--- src/rtl/lcd_msg_arbiter_if.sv ---
// Client write/commit ports and the LCD character port of the two-client
// message arbiter, bundled so the arbiter and its environment share one bus.
interface lcd_msg_arbiter_if;
  logic       WE_A;
  logic       WE_B;
  logic [4:0] WADDR_A;
  logic [4:0] WADDR_B;
  logic [7:0] WDATA_A;
  logic [7:0] WDATA_B;
  logic [5:0] LEN_A;
  logic [5:0] LEN_B;
  logic       COMMIT_A;
  logic       COMMIT_B;
  logic       BUSY_A;
  logic       BUSY_B;
  logic       DONE_A;
  logic       DONE_B;
  logic       LCD_READY;
  logic       LCD_SHOW;
  logic [7:0] LCD_DATA;
  logic       LCD_MARK1;
  logic       LCD_MARK2;
  logic [1:0] GRANT;

  // Arbiter side
  modport slave (
    input  WE_A, WE_B, WADDR_A, WADDR_B, WDATA_A, WDATA_B,
    input  LEN_A, LEN_B, COMMIT_A, COMMIT_B, LCD_READY,
    output BUSY_A, BUSY_B, DONE_A, DONE_B,
    output LCD_SHOW, LCD_DATA, LCD_MARK1, LCD_MARK2, GRANT
  );

  // Client / LCD side
  modport master (
    output WE_A, WE_B, WADDR_A, WADDR_B, WDATA_A, WDATA_B,
    output LEN_A, LEN_B, COMMIT_A, COMMIT_B, LCD_READY,
    input  BUSY_A, BUSY_B, DONE_A, DONE_B,
    input  LCD_SHOW, LCD_DATA, LCD_MARK1, LCD_MARK2, GRANT
  );
endinterface

--- src/rtl/lcd_msg_arbiter.sv ---
// Two-client LCD message arbiter: each client fills its own character buffer,
// commits a length, and the arbiter streams the characters to the LCD block
// one at a time with a SHOW/READY handshake, round-robin between clients.
module lcd_msg_arbiter #(
  parameter int MAX_LEN = 32,
  parameter int GUARD   = 4
) (
  input logic              CLK_27,
  input logic              RESET_N,
  lcd_msg_arbiter_if.slave bus
);

  localparam int IW = (MAX_LEN > 1) ? $clog2(MAX_LEN) : 1;
  localparam int GW = (GUARD > 1) ? $clog2(GUARD) : 1;
  localparam logic [5:0] MAX_LEN_V = 6'(MAX_LEN);

  typedef enum logic [2:0] {
    S_IDLE, S_SEND, S_ACK, S_WAIT, S_GUARD_WAIT, S_FINAL_WAIT
  } state_t;

  logic [7:0] buf_a [MAX_LEN];
  logic [7:0] buf_b [MAX_LEN];

  state_t        state_q, state_d;
  logic          busy_a_q, busy_a_d, busy_b_q, busy_b_d;
  logic [5:0]    len_a_q, len_a_d, len_b_q, len_b_d;
  logic          prio_b_q, prio_b_d;
  logic [IW-1:0] idx_q, idx_d;
  logic [GW-1:0] gcnt_q, gcnt_d;
  logic [1:0]    grant_q, grant_d;
  logic          show_q, show_d;
  logic [7:0]    data_q, data_d;
  logic          mark1_q, mark1_d, mark2_q, mark2_d;
  logic          done_a_q, done_a_d, done_b_q, done_b_d;

  logic          pick_b, rd_sel_b;
  logic [IW-1:0] rd_idx;
  logic [7:0]    rd_byte;
  logic [5:0]    rd_len, own_len;
  logic [1:0]    rd_marks;

  // {mark1, mark2}: end-of-message wins over the line-change at index 15
  function automatic logic [1:0] char_marks(input logic [IW-1:0] idx, input logic [5:0] len);
    logic last;
    last = (6'(idx) == len - 6'd1);
    return {(6'(idx) == 6'd15) && !last, last};
  endfunction

  // Client buffers: writes accepted only while that client is not busy
  always_ff @(posedge CLK_27) begin
    if (bus.WE_A && !busy_a_q) buf_a[bus.WADDR_A[IW-1:0]] <= bus.WDATA_A;
    if (bus.WE_B && !busy_b_q) buf_b[bus.WADDR_B[IW-1:0]] <= bus.WDATA_B;
  end

  // Lookahead read of the next character to present (first char on grant, else index+1)
  always_comb begin
    pick_b   = busy_b_q && (!busy_a_q || prio_b_q);
    rd_sel_b = grant_q[1];
    rd_idx   = idx_q + 1'b1;
    if (state_q == S_IDLE) begin
      rd_sel_b = pick_b;
      rd_idx   = '0;
    end
    rd_byte  = rd_sel_b ? buf_b[rd_idx] : buf_a[rd_idx];
    rd_len   = rd_sel_b ? len_b_q : len_a_q;
    own_len  = grant_q[1] ? len_b_q : len_a_q;
    rd_marks = char_marks(rd_idx, rd_len);
  end

  // Next-state logic: commit acceptance plus the character transfer FSM
  always_comb begin
    state_d  = state_q;
    busy_a_d = busy_a_q;
    busy_b_d = busy_b_q;
    len_a_d  = len_a_q;
    len_b_d  = len_b_q;
    prio_b_d = prio_b_q;
    idx_d    = idx_q;
    gcnt_d   = gcnt_q;
    grant_d  = grant_q;
    show_d   = show_q;
    data_d   = data_q;
    mark1_d  = mark1_q;
    mark2_d  = mark2_q;
    done_a_d = 1'b0;
    done_b_d = 1'b0;

    // A commit from the client not currently being served is simply queued
    if (bus.COMMIT_A && !busy_a_q && bus.LEN_A != 6'd0 && bus.LEN_A <= MAX_LEN_V) begin
      busy_a_d = 1'b1;
      len_a_d  = bus.LEN_A;
    end
    if (bus.COMMIT_B && !busy_b_q && bus.LEN_B != 6'd0 && bus.LEN_B <= MAX_LEN_V) begin
      busy_b_d = 1'b1;
      len_b_d  = bus.LEN_B;
    end

    case (state_q)
      S_IDLE: begin
        if (bus.LCD_READY && (busy_a_q || busy_b_q)) begin
          grant_d  = pick_b ? 2'b10 : 2'b01;
          prio_b_d = !pick_b;
          idx_d    = '0;
          show_d   = 1'b1;
          data_d   = rd_byte;
          {mark1_d, mark2_d} = rd_marks;
          state_d  = S_SEND;
        end
      end
      S_SEND: begin
        if (!bus.LCD_READY) begin
          show_d  = 1'b0;
          state_d = S_ACK;
        end
      end
      S_ACK: begin
        if (6'(idx_q) == own_len - 6'd1) begin
          gcnt_d  = '0;
          state_d = S_GUARD_WAIT;
        end else begin
          state_d = S_WAIT;
        end
      end
      S_WAIT: begin
        if (bus.LCD_READY) begin
          idx_d   = rd_idx;
          show_d  = 1'b1;
          data_d  = rd_byte;
          {mark1_d, mark2_d} = rd_marks;
          state_d = S_SEND;
        end
      end
      S_GUARD_WAIT: begin
        if (gcnt_q == GW'(GUARD - 1)) state_d = S_FINAL_WAIT;
        else                          gcnt_d  = gcnt_q + 1'b1;
      end
      S_FINAL_WAIT: begin
        if (bus.LCD_READY) begin
          done_a_d = grant_q[0];
          done_b_d = grant_q[1];
          if (grant_q[0]) busy_a_d = 1'b0;
          if (grant_q[1]) busy_b_d = 1'b0;
          grant_d  = 2'b00;
          data_d   = 8'h00;
          mark1_d  = 1'b0;
          mark2_d  = 1'b0;
          state_d  = S_IDLE;
        end
      end
      default: state_d = S_IDLE;
    endcase
  end

  // Control and output registers; reset aborts any transfer without DONE
  always_ff @(posedge CLK_27 or negedge RESET_N) begin
    if (!RESET_N) begin
      state_q  <= S_IDLE;
      busy_a_q <= 1'b0;
      busy_b_q <= 1'b0;
      prio_b_q <= 1'b0;
      idx_q    <= '0;
      gcnt_q   <= '0;
      grant_q  <= 2'b00;
      show_q   <= 1'b0;
      data_q   <= 8'h00;
      mark1_q  <= 1'b0;
      mark2_q  <= 1'b0;
      done_a_q <= 1'b0;
      done_b_q <= 1'b0;
    end else begin
      state_q  <= state_d;
      busy_a_q <= busy_a_d;
      busy_b_q <= busy_b_d;
      prio_b_q <= prio_b_d;
      idx_q    <= idx_d;
      gcnt_q   <= gcnt_d;
      grant_q  <= grant_d;
      show_q   <= show_d;
      data_q   <= data_d;
      mark1_q  <= mark1_d;
      mark2_q  <= mark2_d;
      done_a_q <= done_a_d;
      done_b_q <= done_b_d;
    end
  end

  // Latched lengths are only consulted while the matching busy flag is set
  always_ff @(posedge CLK_27) begin
    len_a_q <= len_a_d;
    len_b_q <= len_b_d;
  end

  assign bus.BUSY_A    = busy_a_q;
  assign bus.BUSY_B    = busy_b_q;
  assign bus.DONE_A    = done_a_q;
  assign bus.DONE_B    = done_b_q;
  assign bus.LCD_SHOW  = show_q;
  assign bus.LCD_DATA  = data_q;
  assign bus.LCD_MARK1 = mark1_q;
  assign bus.LCD_MARK2 = mark2_q;
  assign bus.GRANT     = grant_q;

endmodule

--- src/flat_wrapper.sv ---
// flat-port wrapper written by rule: the top's interface ports become plain ports
module lcd_msg_arbiter_flat 
#(
  parameter int MAX_LEN = 32,
  parameter int GUARD   = 4
)
  (CLK_27, RESET_N, bus_WE_A, bus_WE_B, bus_WADDR_A, bus_WADDR_B, bus_WDATA_A, bus_WDATA_B, bus_LEN_A, bus_LEN_B, bus_COMMIT_A, bus_COMMIT_B, bus_LCD_READY, bus_BUSY_A, bus_BUSY_B, bus_DONE_A, bus_DONE_B, bus_LCD_SHOW, bus_LCD_DATA, bus_LCD_MARK1, bus_LCD_MARK2, bus_GRANT);
  lcd_msg_arbiter_if bus_i ();
  input logic CLK_27;
  input logic RESET_N;
  input wire logic [$bits(bus_i.WE_A)-1:0] bus_WE_A;
  input wire logic [$bits(bus_i.WE_B)-1:0] bus_WE_B;
  input wire logic [$bits(bus_i.WADDR_A)-1:0] bus_WADDR_A;
  input wire logic [$bits(bus_i.WADDR_B)-1:0] bus_WADDR_B;
  input wire logic [$bits(bus_i.WDATA_A)-1:0] bus_WDATA_A;
  input wire logic [$bits(bus_i.WDATA_B)-1:0] bus_WDATA_B;
  input wire logic [$bits(bus_i.LEN_A)-1:0] bus_LEN_A;
  input wire logic [$bits(bus_i.LEN_B)-1:0] bus_LEN_B;
  input wire logic [$bits(bus_i.COMMIT_A)-1:0] bus_COMMIT_A;
  input wire logic [$bits(bus_i.COMMIT_B)-1:0] bus_COMMIT_B;
  input wire logic [$bits(bus_i.LCD_READY)-1:0] bus_LCD_READY;
  output wire logic [$bits(bus_i.BUSY_A)-1:0] bus_BUSY_A;
  output wire logic [$bits(bus_i.BUSY_B)-1:0] bus_BUSY_B;
  output wire logic [$bits(bus_i.DONE_A)-1:0] bus_DONE_A;
  output wire logic [$bits(bus_i.DONE_B)-1:0] bus_DONE_B;
  output wire logic [$bits(bus_i.LCD_SHOW)-1:0] bus_LCD_SHOW;
  output wire logic [$bits(bus_i.LCD_DATA)-1:0] bus_LCD_DATA;
  output wire logic [$bits(bus_i.LCD_MARK1)-1:0] bus_LCD_MARK1;
  output wire logic [$bits(bus_i.LCD_MARK2)-1:0] bus_LCD_MARK2;
  output wire logic [$bits(bus_i.GRANT)-1:0] bus_GRANT;
  assign bus_i.WE_A = bus_WE_A;
  assign bus_i.WE_B = bus_WE_B;
  assign bus_i.WADDR_A = bus_WADDR_A;
  assign bus_i.WADDR_B = bus_WADDR_B;
  assign bus_i.WDATA_A = bus_WDATA_A;
  assign bus_i.WDATA_B = bus_WDATA_B;
  assign bus_i.LEN_A = bus_LEN_A;
  assign bus_i.LEN_B = bus_LEN_B;
  assign bus_i.COMMIT_A = bus_COMMIT_A;
  assign bus_i.COMMIT_B = bus_COMMIT_B;
  assign bus_i.LCD_READY = bus_LCD_READY;
  assign bus_BUSY_A = bus_i.BUSY_A;
  assign bus_BUSY_B = bus_i.BUSY_B;
  assign bus_DONE_A = bus_i.DONE_A;
  assign bus_DONE_B = bus_i.DONE_B;
  assign bus_LCD_SHOW = bus_i.LCD_SHOW;
  assign bus_LCD_DATA = bus_i.LCD_DATA;
  assign bus_LCD_MARK1 = bus_i.LCD_MARK1;
  assign bus_LCD_MARK2 = bus_i.LCD_MARK2;
  assign bus_GRANT = bus_i.GRANT;
  lcd_msg_arbiter #(.MAX_LEN(MAX_LEN), .GUARD(GUARD)) u_core (.CLK_27(CLK_27), .RESET_N(RESET_N), .bus(bus_i));
endmodule
--- config.mk ---
export PLATFORM = sky130hd
export DESIGN_NAME = lcd_msg_arbiter_flat
export DESIGN_NICKNAME = d
export VERILOG_FILES = /design/src/rtl/lcd_msg_arbiter_if.sv /design/src/rtl/lcd_msg_arbiter.sv /design/src/flat_wrapper.sv
export SDC_FILE = /design/constraint.sdc
export NUM_CORES = 1
export LEC_CHECK = 0
export BUFFER_PORTS_ARGS = -buffer_cell sky130_fd_sc_hd__clkbuf_2
export CAP_MARGIN = 20
export CORE_UTILIZATION = 51
export CTS_BUF_LIST = sky130_fd_sc_hd__clkbuf_4 sky130_fd_sc_hd__clkbuf_8 sky130_fd_sc_hd__clkbuf_16
export DETAILED_ROUTE_END_ITERATION = 6
export PLACE_DENSITY = 0.7
export SLEW_MARGIN = 0
export SYNTH_ARGS = -nofsm -noshare
export SYNTH_HDL_FRONTEND = slang
export SYNTH_SLANG_ARGS = --single-unit
--- constraint.sdc ---
create_clock -name CLK_27 -period 3.01 [get_ports CLK_27]
set_input_delay 0.602 -clock CLK_27 [delete_from_list [all_inputs] [get_ports CLK_27]]
set_output_delay 0.602 -clock CLK_27 [all_outputs]
set_load 0.02 [all_outputs]
-- Word-level counts from Yosys, hierarchy flattened
Memory sizes are Yosys's and may differ from the RTL's.
Index checks and enable logic that the tools add are counted.
- add/subtract/negate cells: 4
- magnitude comparators: 2
- eq/ne operators: 16
- multiplexer cells: 53
- reductions and logical operators: 32
- operators by type and width (cell ; number):
    8-bit 2-to-1 mux ; 4
    1-bit 2-to-1 mux ; 25
    8-bit one-hot mux with 3 select lines ; 1
    3-bit 2-to-1 mux ; 6
    3-bit one-hot mux with 6 select lines ; 1
    5-bit 2-to-1 mux ; 3
    5-bit by 6-bit equality test with 1-bit output ; 2
    6-bit less-or-equal comparator (second input constant) ; 2
    6-bit 2-to-1 mux ; 2
    6-bit nonzero test ; 2
    6-bit by 1-bit subtractor with 6-bit output (second input constant) ; 2
    1-bit logical AND ; 11
    2-bit 2-to-1 mux ; 5
    2-bit != test (second input constant) ; 5
    5-bit one-hot mux with 2 select lines ; 1
    1-bit one-hot mux with 3 select lines ; 3
    3-bit AND reduction ; 3
    2-bit one-hot mux with 2 select lines ; 2
    4-bit AND reduction ; 2
    3-bit by 2-bit equality test with 1-bit output (second input constant) ; 2
    3-bit equality test (second input constant) ; 2
    2-bit nonzero test ; 3
    3-bit nonzero test ; 2
    5-bit by 1-bit adder with 5-bit output (second input constant) ; 1
    other kinds (10) ; 15
- bits in registers: 40
- bits in writable memories: 512
- output and inout port bits: 17
- word-level logic and storage cells: 124
- memories kept: 2
- memories (memory ; depth ; bits a word ; rd ports ; clocked after memory_dff ; wr ports ; line ; RTL):
    u_core.buf_a ; 32 ; 8 ; 1 ; 0 ; 1 ; lcd_msg_arbiter.sv:21 ; logic [7:0] buf_a [MAX_LEN];
    u_core.buf_b ; 32 ; 8 ; 1 ; 0 ; 1 ; lcd_msg_arbiter.sv:22 ; logic [7:0] buf_b [MAX_LEN];

-- Logic depth before layout (Yosys ltp)
Gate-level depths: netlist of the first run.
- depth in word-level cells: 11
- gate-level depth with buffers: 12
- mapped depth without buffers: 9

-- Worst setup path before layout of the first run
Ideal clock, no wire load.
- path type: reg-to-reg
- start: register u_core.state_q[0]
- end: register u_core.mark1_q, in the netlist u_core.bus.LCD_MARK1
- setup time: 133 ps
- data arrival time: 2944 ps
- required time: 2877 ps
- path slack: -67 ps
- stages on the path, launching flop included: 12
- path buffers: 3
- path through: dfrtp_1 -> buf_6 -> or3_1 -> buf_2 -> o31ai_4 -> clkbuf_1 -> mux2i_1 -> ha_1 -> nand2_1 -> or3_1 -> a2111oi_2 -> o21ai_1
- cells in the longest elaborated chain, start to end: 9
- RTL lines (element ; line ; RTL):
    start: declaration ; lcd_msg_arbiter.sv:24 ; state_t state_q, state_d;
    start signal: assignment ; lcd_msg_arbiter.sv:171 ; state_q <= state_d;
    3-bit zero test ; lcd_msg_arbiter.sv:60, lcd_msg_arbiter.sv:98 ;
    1-bit 2-to-1 mux ; lcd_msg_arbiter.sv:60 ; if (state_q == S_IDLE) begin
    6-bit 2-to-1 mux ; lcd_msg_arbiter.sv:65 ; rd_len = rd_sel_b ? len_b_q : len_a_q;
    6-bit by 1-bit subtractor with 6-bit output ; lcd_msg_arbiter.sv:45 ; last = (6'(idx) == len - 6'd1);
    5-bit by 6-bit equality test with 1-bit output ; lcd_msg_arbiter.sv:45 ;
    1-bit zero test ; lcd_msg_arbiter.sv:46 ; return {(6'(idx) == 6'd15) && !last, last};
    1-bit logical AND ; lcd_msg_arbiter.sv:46 ;
    1-bit 2-to-1 mux (on tied branches) ; lcd_msg_arbiter.sv:125, lcd_msg_arbiter.sv:100 ;
    1-bit one-hot mux with 3 select lines ; lcd_msg_arbiter.sv:98 ; case (state_q)
    end signal: assignment ; lcd_msg_arbiter.sv:180 ; mark1_q <= mark1_d;
    end: declaration ; lcd_msg_arbiter.sv:33 ; logic mark1_q, mark1_d, mark2_q, mark2_d;
Several ways; a longest one is shown, not always the timed one. The select of a mux whose other input is x is not followed.
A chain may end at the register's enable or synchronous reset.

-- Final worst setup path of the first run
- start: register u_core.idx_q[0]
- end: register u_core.data_q[0], in the netlist u_core.bus.LCD_DATA[0]
- cells in the longest elaborated chain, start to end: 6
- RTL lines (element ; line ; RTL):
    start: declaration ; lcd_msg_arbiter.sv:28 ; logic [IW-1:0] idx_q, idx_d;
    start signal: assignment ; lcd_msg_arbiter.sv:175 ; idx_q <= idx_d;
    5-bit by 1-bit adder with 5-bit output * ; lcd_msg_arbiter.sv:59 ; rd_idx = idx_q + 1'b1;
    5-bit 2-to-1 mux * ; lcd_msg_arbiter.sv:60 ;
    memory read 32 x 8 bit (on tied branches) ; -- ;
    8-bit 2-to-1 mux * ; lcd_msg_arbiter.sv:64 ; rd_byte = rd_sel_b ? buf_b[rd_idx] : buf_a[rd_idx];
    8-bit 2-to-1 mux (on tied branches) ; lcd_msg_arbiter.sv:125, lcd_msg_arbiter.sv:100 ;
    8-bit one-hot mux with 3 select lines * ; lcd_msg_arbiter.sv:98 ;
    end signal: assignment ; lcd_msg_arbiter.sv:179 ; data_q <= data_d;
    end: declaration ; lcd_msg_arbiter.sv:32 ; logic [7:0] data_q, data_d;
Mark *: on every way between the ends. The rest lies on a longest branch, timed or not. The select of a mux whose other input is x is not followed.

==> impl_metrics.xml, run 1 <==
<?xml version="1.0" encoding="UTF-8"?>
<metrics>
  <group name="finish">
    <metric name="layout.cells.most_common" unit="">edfxtp_1</metric>
    <metric name="drive_above_1_share" unit="">0.205</metric>
    <metric name="syn2layout_area_growth" unit="%">15.9</metric>
    <metric name="multiInputGateArea" unit="sq um">6310</metric>
    <metric name="layout.cells.most_common_list" unit="">524 x edfxtp_1, 153 x nand2_1, 102 x nor2_1</metric>
    <metric name="stdcell_count" unit="">2327</metric>
    <metric name="net_count_reported_at_finish" unit="">1740</metric>
    <metric name="fill_cells" unit="">3299</metric>
    <metric name="sequential_cell_area" unit="sq um">16400</metric>
    <metric name="num_antenna_cells" unit="">0</metric>
    <metric name="design_area" unit="sq um">26700</metric>
  </group>
  <group name="clock_network">
    <metric name="cts_max_path_buffers" unit="">3</metric>
    <metric name="clk_transition_reported_paths" unit="ns">0.07</metric>
    <metric name="tritoncts.num_buffers" unit="">55</metric>
    <metric name="cts_max_level" unit="">2</metric>
    <metric name="tritoncts" unit="">yes</metric>
    <metric name="clk_latency" unit="ns">0.60</metric>
    <metric name="root_buffer" unit="">clkbuf_16</metric>
    <metric name="numClockSinks" unit="">552</metric>
  </group>
  <group name="yosys">
    <metric name="postSynth.asyncResetShare" unit="">0.0507</metric>
    <metric name="ys.warnings.count" unit="">0</metric>
    <metric name="dominantRegCellSynth" unit="">edfxtp_1</metric>
    <metric name="postSynthCellCount" unit="">1561</metric>
    <metric name="post_synth_instance_area" unit="sq um">23000</metric>
    <metric name="syn_nets" unit="">1610</metric>
    <metric name="synth.avg_cell_area" unit="sq um">14.8</metric>
    <metric name="number_of_enable_type_register_cells_in_the_synthesized_netlist" unit="">524</metric>
    <metric name="yosysSeqAreaShare" unit="">0.714</metric>
    <metric name="count_of_state_elements_after_synthesis" unit="">552</metric>
    <metric name="post_synth_num_cell_types" unit="">62</metric>
  </group>
  <group name="placed_design">
    <metric name="place_congestion" unit="">0.961</metric>
    <metric name="postPlaceCellArea" unit="sq um">24600</metric>
    <metric name="detailed_place_hpwl" unit="um">37800</metric>
    <metric name="place.detailed.instances" unit="">2223</metric>
    <metric name="io_buffer_count" unit="">61</metric>
  </group>
  <group name="timing">
    <metric name="final.period_utilization" unit="">1.01</metric>
    <metric name="fin_ws" unit="ns">-0.0380</metric>
    <metric name="period_needed" unit="ns">3.05</metric>
    <metric name="hold_violations" unit="">0</metric>
    <metric name="maxClockFrequency" unit="MHz">328</metric>
    <metric name="setup_viol" unit="">1</metric>
    <metric name="worst-slew-pin-transition" unit="ns">0.856</metric>
    <metric name="worst_slew_margin_relative_to_its_limit" unit="">0.427</metric>
    <metric name="drv_slew" unit="">0</metric>
    <metric name="finClkSkew" unit="ns">0.00918</metric>
  </group>
  <group name="worst_setup_path">
    <metric name="cp.required" unit="ns">3.47</metric>
    <metric name="critical_path.startpoint_type" unit="">register</metric>
    <metric name="timing.reg2reg.setup_slack" unit="ns">-0.04</metric>
    <metric name="cp-end-kind" unit="">register</metric>
    <metric name="setup.worst_path.class" unit="">reg2reg</metric>
    <metric name="worst-path-max-fanout" unit="">11</metric>
    <metric name="worstPathArrival" unit="ns">3.51</metric>
  </group>
  <group name="global_route">
    <metric name="grt_antenna_before_repair" unit="">0</metric>
    <metric name="grt_max_degree" unit="">47</metric>
    <metric name="gr-usage-all-layers" unit="">0.257</metric>
    <metric name="grt_first_pass_wirelength" unit="um">89000</metric>
    <metric name="grt_overflow_total" unit="">0</metric>
    <metric name="grt_pass1_vias" unit="">14200</metric>
  </group>
  <group name="power_and_ir_drop">
    <metric name="pwr-share-comb" unit="">0.367</metric>
    <metric name="leakage_component_of_the_power" unit="nW">8.96</metric>
    <metric name="cell_internal_pwr" unit="mW">16.5</metric>
    <metric name="seq_power_share" unit="">0.348</metric>
    <metric name="clockPowerShare" unit="">0.285</metric>
    <metric name="power_per_cell_area" unit="nW/um^2">951</metric>
    <metric name="power.switching" unit="mW">8.85</metric>
    <metric name="switching_share_of_total_power" unit="">0.349</metric>
    <metric name="post-layout-total-power" unit="mW">25.4</metric>
    <metric name="worst_ir_drop_vdd" unit="mV">0.589</metric>
  </group>
  <group name="flow_run">
    <metric name="max_cap_viol_count" unit="">0</metric>
  </group>
  <group name="run_status">
    <metric name="run_status" unit="">finished with violations</metric>
    <metric name="failed_checks" unit="">negative setup slack</metric>
  </group>
  <group name="floorplan">
    <metric name="io_pins" unit="">62</metric>
    <metric name="die_y" unit="um">214</metric>
    <metric name="rows" unit="">77</metric>
    <metric name="core_region_area" unit="sq um">44400</metric>
    <metric name="die_width" unit="um">214</metric>
    <metric name="die_outline_area" unit="sq um">46000</metric>
    <metric name="starting_density_of_the_core" unit="">0.518</metric>
  </group>
  <group name="worst_hold_path">
    <metric name="min-delay-path-class" unit="">in2async</metric>
  </group>
  <group name="route">
    <metric name="postRouteWirelength" unit="um">59000</metric>
    <metric name="detail_route.iter0.violations" unit="">1891</metric>
    <metric name="detailedRoute.firstPassIterationCount" unit="">5</metric>
    <metric name="ant_nets" unit="">0</metric>
    <metric name="drc" unit="">0</metric>
    <metric name="drt-vias-per-instance" unit="">6.28</metric>
    <metric name="drt-wirelength-per-cell" unit="um">25.3</metric>
    <metric name="num_vias" unit="">14600</metric>
  </group>
</metrics>
## power groups by stage
stage,logic [mW],registers (mW),clock network (mW)
after floorplan,5.59,8.92,0
after global placement,8.86,8.96,0
after detailed placement,8.98,8.97,0
after CTS,9.08,8.82,7.30
after global routing,9.86,8.84,7.61
final,9.31,8.83,7.23
## cells in the mapped netlist (17+ instances only)
cell / count / area share
edfxtp_1: 524 / 0.68
nand2_1: 154 / 0.025
nor2_1: 107 / 0.017
a21oi_1: 99 / 0.022
mux2i_1: 71 / 0.031
clkbuf_1: 60 / 0.0098
o21ai_0: 49 / 0.011
nand3_1: 31 / 0.0067
a211oi_1: 30 / 0.0098
dfrtp_1: 28 / 0.030
mux2_2: 28 / 0.014
mux4_2: 28 / 0.027
a31oi_1: 22 / 0.0060
nor3_1: 21 / 0.0046
a22o_1: 17 / 0.0065
buf_1: 17 / 0.0028
## repair_timing
item,in CTS,in global routing
pin swaps,0,2
gates resized for setup,3,13
hold buffers,0,0
setup endpoints to repair,2,9
buffers inserted,0,3
endpoints found under the hold margin,0,0
## logic make-up (layout without fill, tap and decap cells)
family | count (synthesis) | count (layout) | share of synthesized area
DFF | 552 | 552 | 0.714
and+or+nand+nor | 404 | 404 | 0.0805
AOI/OAI and AO/OA | 354 | 354 | 0.106
muxes | 128 | 128 | 0.0725
buffers and inverters | 101 | 275 | 0.0177
xor gates and xnor gates | 18 | 18 | 0.00717
adders and majority gates | 4 | 4 | 0.00217
## metrics by stage
stage / hold WS, ns / worst slack, ns / utilization / setup TNS [ns]
3_5_place_dp: 0.543 / -0.0771 / 0.555 / -0.0771
5_1_grt: 0.129 / -0.0634 / 0.601 / -0.0770
4_1_cts: 0.0863 / 0.0555 / 0.599 / 0
3_3_place_gp: 0.523 / -0.0595 / 0.555 / -0.0595
6_report: 0.0852 / -0.0380 / 0.601 / -0.0380
2_1_floorplan: 0.306 / 0.0113 / - / 0
## state kept, by name, summed over array words and instances (netlist names), 2 cells and up
signal               cells
u_core.len_a_q           6
u_core.idx_q             5
u_core.buf_b           256
u_core.bus.LCD_DATA      8
u_core.bus.GRANT         2
u_core.buf_a           256
u_core.len_b_q           6
u_core.gcnt_q            2
u_core.state_q           3
## worst max-delay path: stages (launching register included)
cell and delay [ns]:
dfrtp_4 0.52, ha_2 0.28, xnor2_2 0.30, nor2_4 0.16, buf_4 0.23, a22o_1 0.18
a2111oi_0 0.49, o21ai_0 0.18, a311oi_1 0.47, a211oi_1 0.09
## path summary, 6_finish.rpt
path                                                      start                                  to  cells past startpoint
worst max register to register      u_core.idx_q[0]$_DFFE_PN0P_  u_core.bus.LCD_DATA[0]$_DFFE_PN0P_                      9
worst min register to register  u_core.bus.GRANT[0]$_DFFE_PN0P_     u_core.bus.GRANT[0]$_DFFE_PN0P_                      1
max in group asynchronous                               RESET_N         u_core.idx_q[0]$_DFFE_PN0P_                      1
worst min-delay path                                    RESET_N         u_core.prio_b_q$_DFFE_PN0P_                      1
worst max-delay path                u_core.idx_q[0]$_DFFE_PN0P_  u_core.bus.LCD_DATA[0]$_DFFE_PN0P_                      9
min in group CLK_27                                bus_LEN_B[0]         u_core.len_b_q[0]$_DFFE_PP_                      1
## area by class of cell
| class | count | area share |
|---|---|---|
| Clock buffer | 72 | 0.0582 |
| Clock inverter | 29 | 0.0144 |
| Inverter | 7 | 0.000985 |
| Multi-Input combinational cell | 908 | 0.236 |
| Sequential cell | 552 | 0.616 |
| Tap cell | 592 | 0.0278 |
| Timing Repair Buffer | 167 | 0.0461 |
## per-layer routing
layer  vias up  routed length (um)  GRT usage
li1       6406                   -          -
met1      7387               25100      0.379
met2       723               27400      0.398
met3        99                5130     0.0406
met4         0                1270     0.0731
met5         -                   0          0
No activity file was read; power rests on OpenSTA's default activity.
==> run 2, diff against run 1 <==
--- a/config.mk
+++ b/config.mk
@@ -7,10 +7,9 @@
 export LEC_CHECK = 0
 export BUFFER_PORTS_ARGS = -buffer_cell sky130_fd_sc_hd__clkbuf_2
 export CAP_MARGIN = 20
-export CORE_UTILIZATION = 51
+export CORE_UTILIZATION = 45
 export CTS_BUF_LIST = sky130_fd_sc_hd__clkbuf_4 sky130_fd_sc_hd__clkbuf_8 sky130_fd_sc_hd__clkbuf_16
 export DETAILED_ROUTE_END_ITERATION = 6
-export PLACE_DENSITY = 0.7
 export SLEW_MARGIN = 0
 export SYNTH_ARGS = -nofsm -noshare
 export SYNTH_HDL_FRONTEND = slang
==> run 2 against run 1 <==
Net effect: the flow now finishes without violations; sequential share of layout area decreased by 0.64 points; die area increased by 13%; largest cell class unchanged; final area increased by 1.1%; power increased by 0.18%; first-iteration DRC count decreased by 27%; fmax increased by 4.8%; critical path type unchanged; via count decreased by 1.1%; largest power group unchanged; flip-flop and latch count unchanged.
==> impl_metrics.xml, run 2 (synthesis results as in run 1) <==
<?xml version="1.0" encoding="UTF-8"?>
<metrics>
  <group name="timing">
    <metric name="final.period_utilization" unit="">0.967</metric>
    <metric name="maxClockFrequency" unit="MHz">344</metric>
    <metric name="worst-slew-pin-transition" unit="ns">0.872</metric>
    <metric name="drv_slew" unit="">0</metric>
    <metric name="rsz0062_at_grt" unit="">yes</metric>
    <metric name="setup_viol" unit="">0</metric>
    <metric name="hold_violations" unit="">0</metric>
    <metric name="period_needed" unit="ns">2.91</metric>
    <metric name="fin_ws" unit="ns">0.101</metric>
    <metric name="finClkSkew" unit="ns">0.0199</metric>
    <metric name="holdWs" unit="ns">0.0652</metric>
    <metric name="worst_slew_margin_relative_to_its_limit" unit="">0.419</metric>
  </group>
  <group name="global_route">
    <metric name="grt_max_degree" unit="">61</metric>
    <metric name="gr-usage-all-layers" unit="">0.228</metric>
    <metric name="grt_overflow_total" unit="">0</metric>
    <metric name="grt_first_pass_wirelength" unit="um">88700</metric>
    <metric name="grt_pass1_vias" unit="">14000</metric>
    <metric name="grt_antenna_before_repair" unit="">2</metric>
  </group>
  <group name="placed_design">
    <metric name="detailed_place_hpwl" unit="um">38000</metric>
    <metric name="io_buffer_count" unit="">61</metric>
    <metric name="place_congestion" unit="">0.865</metric>
    <metric name="detailedPlace.worstSlack" unit="ns">-0.0426</metric>
  </group>
  <group name="power_and_ir_drop">
    <metric name="power_per_cell_area" unit="nW/um^2">943</metric>
    <metric name="worst_ir_drop_vdd" unit="mV">0.614</metric>
    <metric name="leakage_component_of_the_power" unit="nW">9.10</metric>
  </group>
  <group name="finish">
    <metric name="layout.cells.most_common" unit="">edfxtp_1</metric>
    <metric name="layout.cells.most_common_list" unit="">524 x edfxtp_1, 153 x nand2_1, 116 x buf_4</metric>
    <metric name="drive_above_1_share" unit="">0.218</metric>
    <metric name="net_count_reported_at_finish" unit="">1768</metric>
    <metric name="syn2layout_area_growth" unit="%">17.1</metric>
    <metric name="num_antenna_cells" unit="">0</metric>
  </group>
  <group name="floorplan">
    <metric name="die_y" unit="um">228</metric>
    <metric name="core_region_area" unit="sq um">50300</metric>
    <metric name="starting_density_of_the_core" unit="">0.458</metric>
    <metric name="die_width" unit="um">228</metric>
    <metric name="io_pins" unit="">62</metric>
    <metric name="rows" unit="">82</metric>
    <metric name="die_outline_area" unit="sq um">52100</metric>
  </group>
  <group name="worst_setup_path">
    <metric name="worst_path_max_delay_cell" unit="">dfrtp_4</metric>
    <metric name="cp.required" unit="ns">3.49</metric>
    <metric name="timing.reg2reg.setup_slack" unit="ns">0.10</metric>
    <metric name="timing.critical_path.cells" unit="">ha_2 -&gt; xnor2_2 -&gt; nor2_4 -&gt; buf_4 -&gt; mux4_2 -&gt; nor2b_1 -&gt; a311oi_1 -&gt; a211oi_1</metric>
    <metric name="setup.worst_path.class" unit="">reg2reg</metric>
    <metric name="worst-path-max-fanout" unit="">16</metric>
    <metric name="worstPathArrival" unit="ns">3.39</metric>
    <metric name="critical_path.startpoint_type" unit="">register</metric>
    <metric name="critical_path.max_stage_delay" unit="ns">0.51</metric>
    <metric name="cp-end-kind" unit="">register</metric>
  </group>
  <group name="route">
    <metric name="postRouteWirelength" unit="um">59300</metric>
    <metric name="detailedRoute.firstPassIterationCount" unit="">5</metric>
    <metric name="detail_route.iter0.violations" unit="">1373</metric>
    <metric name="drc" unit="">0</metric>
    <metric name="ant_nets" unit="">0</metric>
    <metric name="drt-vias-per-instance" unit="">5.94</metric>
    <metric name="num_vias" unit="">14500</metric>
    <metric name="drt-wirelength-per-cell" unit="um">24.4</metric>
  </group>
  <group name="clock_network">
    <metric name="cts_max_path_buffers" unit="">3</metric>
    <metric name="root_buffer" unit="">clkbuf_16</metric>
    <metric name="cts_max_level" unit="">2</metric>
    <metric name="clk_latency" unit="ns">0.61</metric>
    <metric name="tritoncts.num_buffers" unit="">57</metric>
    <metric name="numClockSinks" unit="">552</metric>
    <metric name="tritoncts" unit="">yes</metric>
    <metric name="clk_transition_reported_paths" unit="ns">0.06</metric>
    <metric name="holdBufCountCts" unit="">0</metric>
  </group>
  <group name="worst_hold_path">
    <metric name="min-delay-path-class" unit="">in2async</metric>
  </group>
  <group name="run_status">
    <metric name="run_status" unit="">finished, final reports clean</metric>
  </group>
  <group name="flow_run">
    <metric name="max_cap_viol_count" unit="">0</metric>
  </group>
</metrics>
==> run 2: critical path: cells and delay by family, from the launching register on <==
kind / cells / cell delay (ns)
and+or+nand+nor: 2 / 0.61
DFF: 1 / 0.51
AOI/OAI and AO/OA: 2 / 0.50
muxes: 1 / 0.35
buffers and inverters: 1 / 0.34
adders and majority gates: 1 / 0.27
xor gates and xnor gates: 1 / 0.19
==> run 2: metrics by stage <==
| stage | utilization | instances | instance area, sq um | power (mW) | TNS (ns) |
|---|---|---|---|---|---|
| after floorplan | - | 1561 | 23000 | 14.5 | 0 |
| after global placement | 0.497 | 2329 | 25000 | 18.3 | -0.0675 |
| after detailed placement | 0.497 | 2329 | 25000 | 18.3 | -0.102 |
| after CTS | 0.534 | 2431 | 26800 | 25.3 | 0 |
| after global routing | 0.536 | 2434 | 27000 | 26.5 | -0.0178 |
| final | 0.536 | 2434 | 27000 | 25.4 | 0 |
==> run 2: repair_timing <==
item | CTS | global route
cloned | 0 | 1
pin swaps | 0 | 1
endpoints found under the setup margin | 3 | 10
buffers inserted | 0 | 2
resized for setup | 3 | 21
==> run 2: report_power, final <==
group	switching (mW)	internal [mW]	total, mW
combinational	5.87	3.80	9.67
sequential	0.230	8.58	8.81
clock	2.85	4.09	6.94
==> run 2: metal layers <==
metal  global-route usage  routed length [um]  vias to the layer above
li1                     -                   -                     6459
met1                0.333               26100                     7326
met2                0.348               27000                      586
met3               0.0478                4970                       84
met4               0.0573                1280                        0
met5                    0                   0                        -
==> run 2: final cells by class <==
type	instances	area, sq um
Timing Repair Buffer	193	1490
Sequential cell	552	16400
Multi-Input combinational cell	908	6320
Clock inverter	20	178
Inverter	7	26.3
Fill cell	4090	23300
Clock buffer	82	1670
Tap cell	672	841
==> run 2: worst paths after layout <==
kind	from	to	cells past startpoint
setup / recovery	u_core.idx_q[0]$_DFFE_PN0P_	u_core.bus.LCD_DATA[1]$_DFFE_PN0P_	8
hold / removal	RESET_N	u_core.bus.BUSY_B$_DFF_PN0_	1
setup reg to reg	u_core.idx_q[0]$_DFFE_PN0P_	u_core.bus.LCD_DATA[1]$_DFFE_PN0P_	8
hold reg to reg	u_core.prio_b_q$_DFFE_PN0P_	u_core.prio_b_q$_DFFE_PN0P_	1
max in group asynchronous	RESET_N	u_core.idx_q[0]$_DFFE_PN0P_	1
min in group CLK_27	bus_LEN_A[2]	u_core.len_a_q[2]$_DFFE_PP_	1
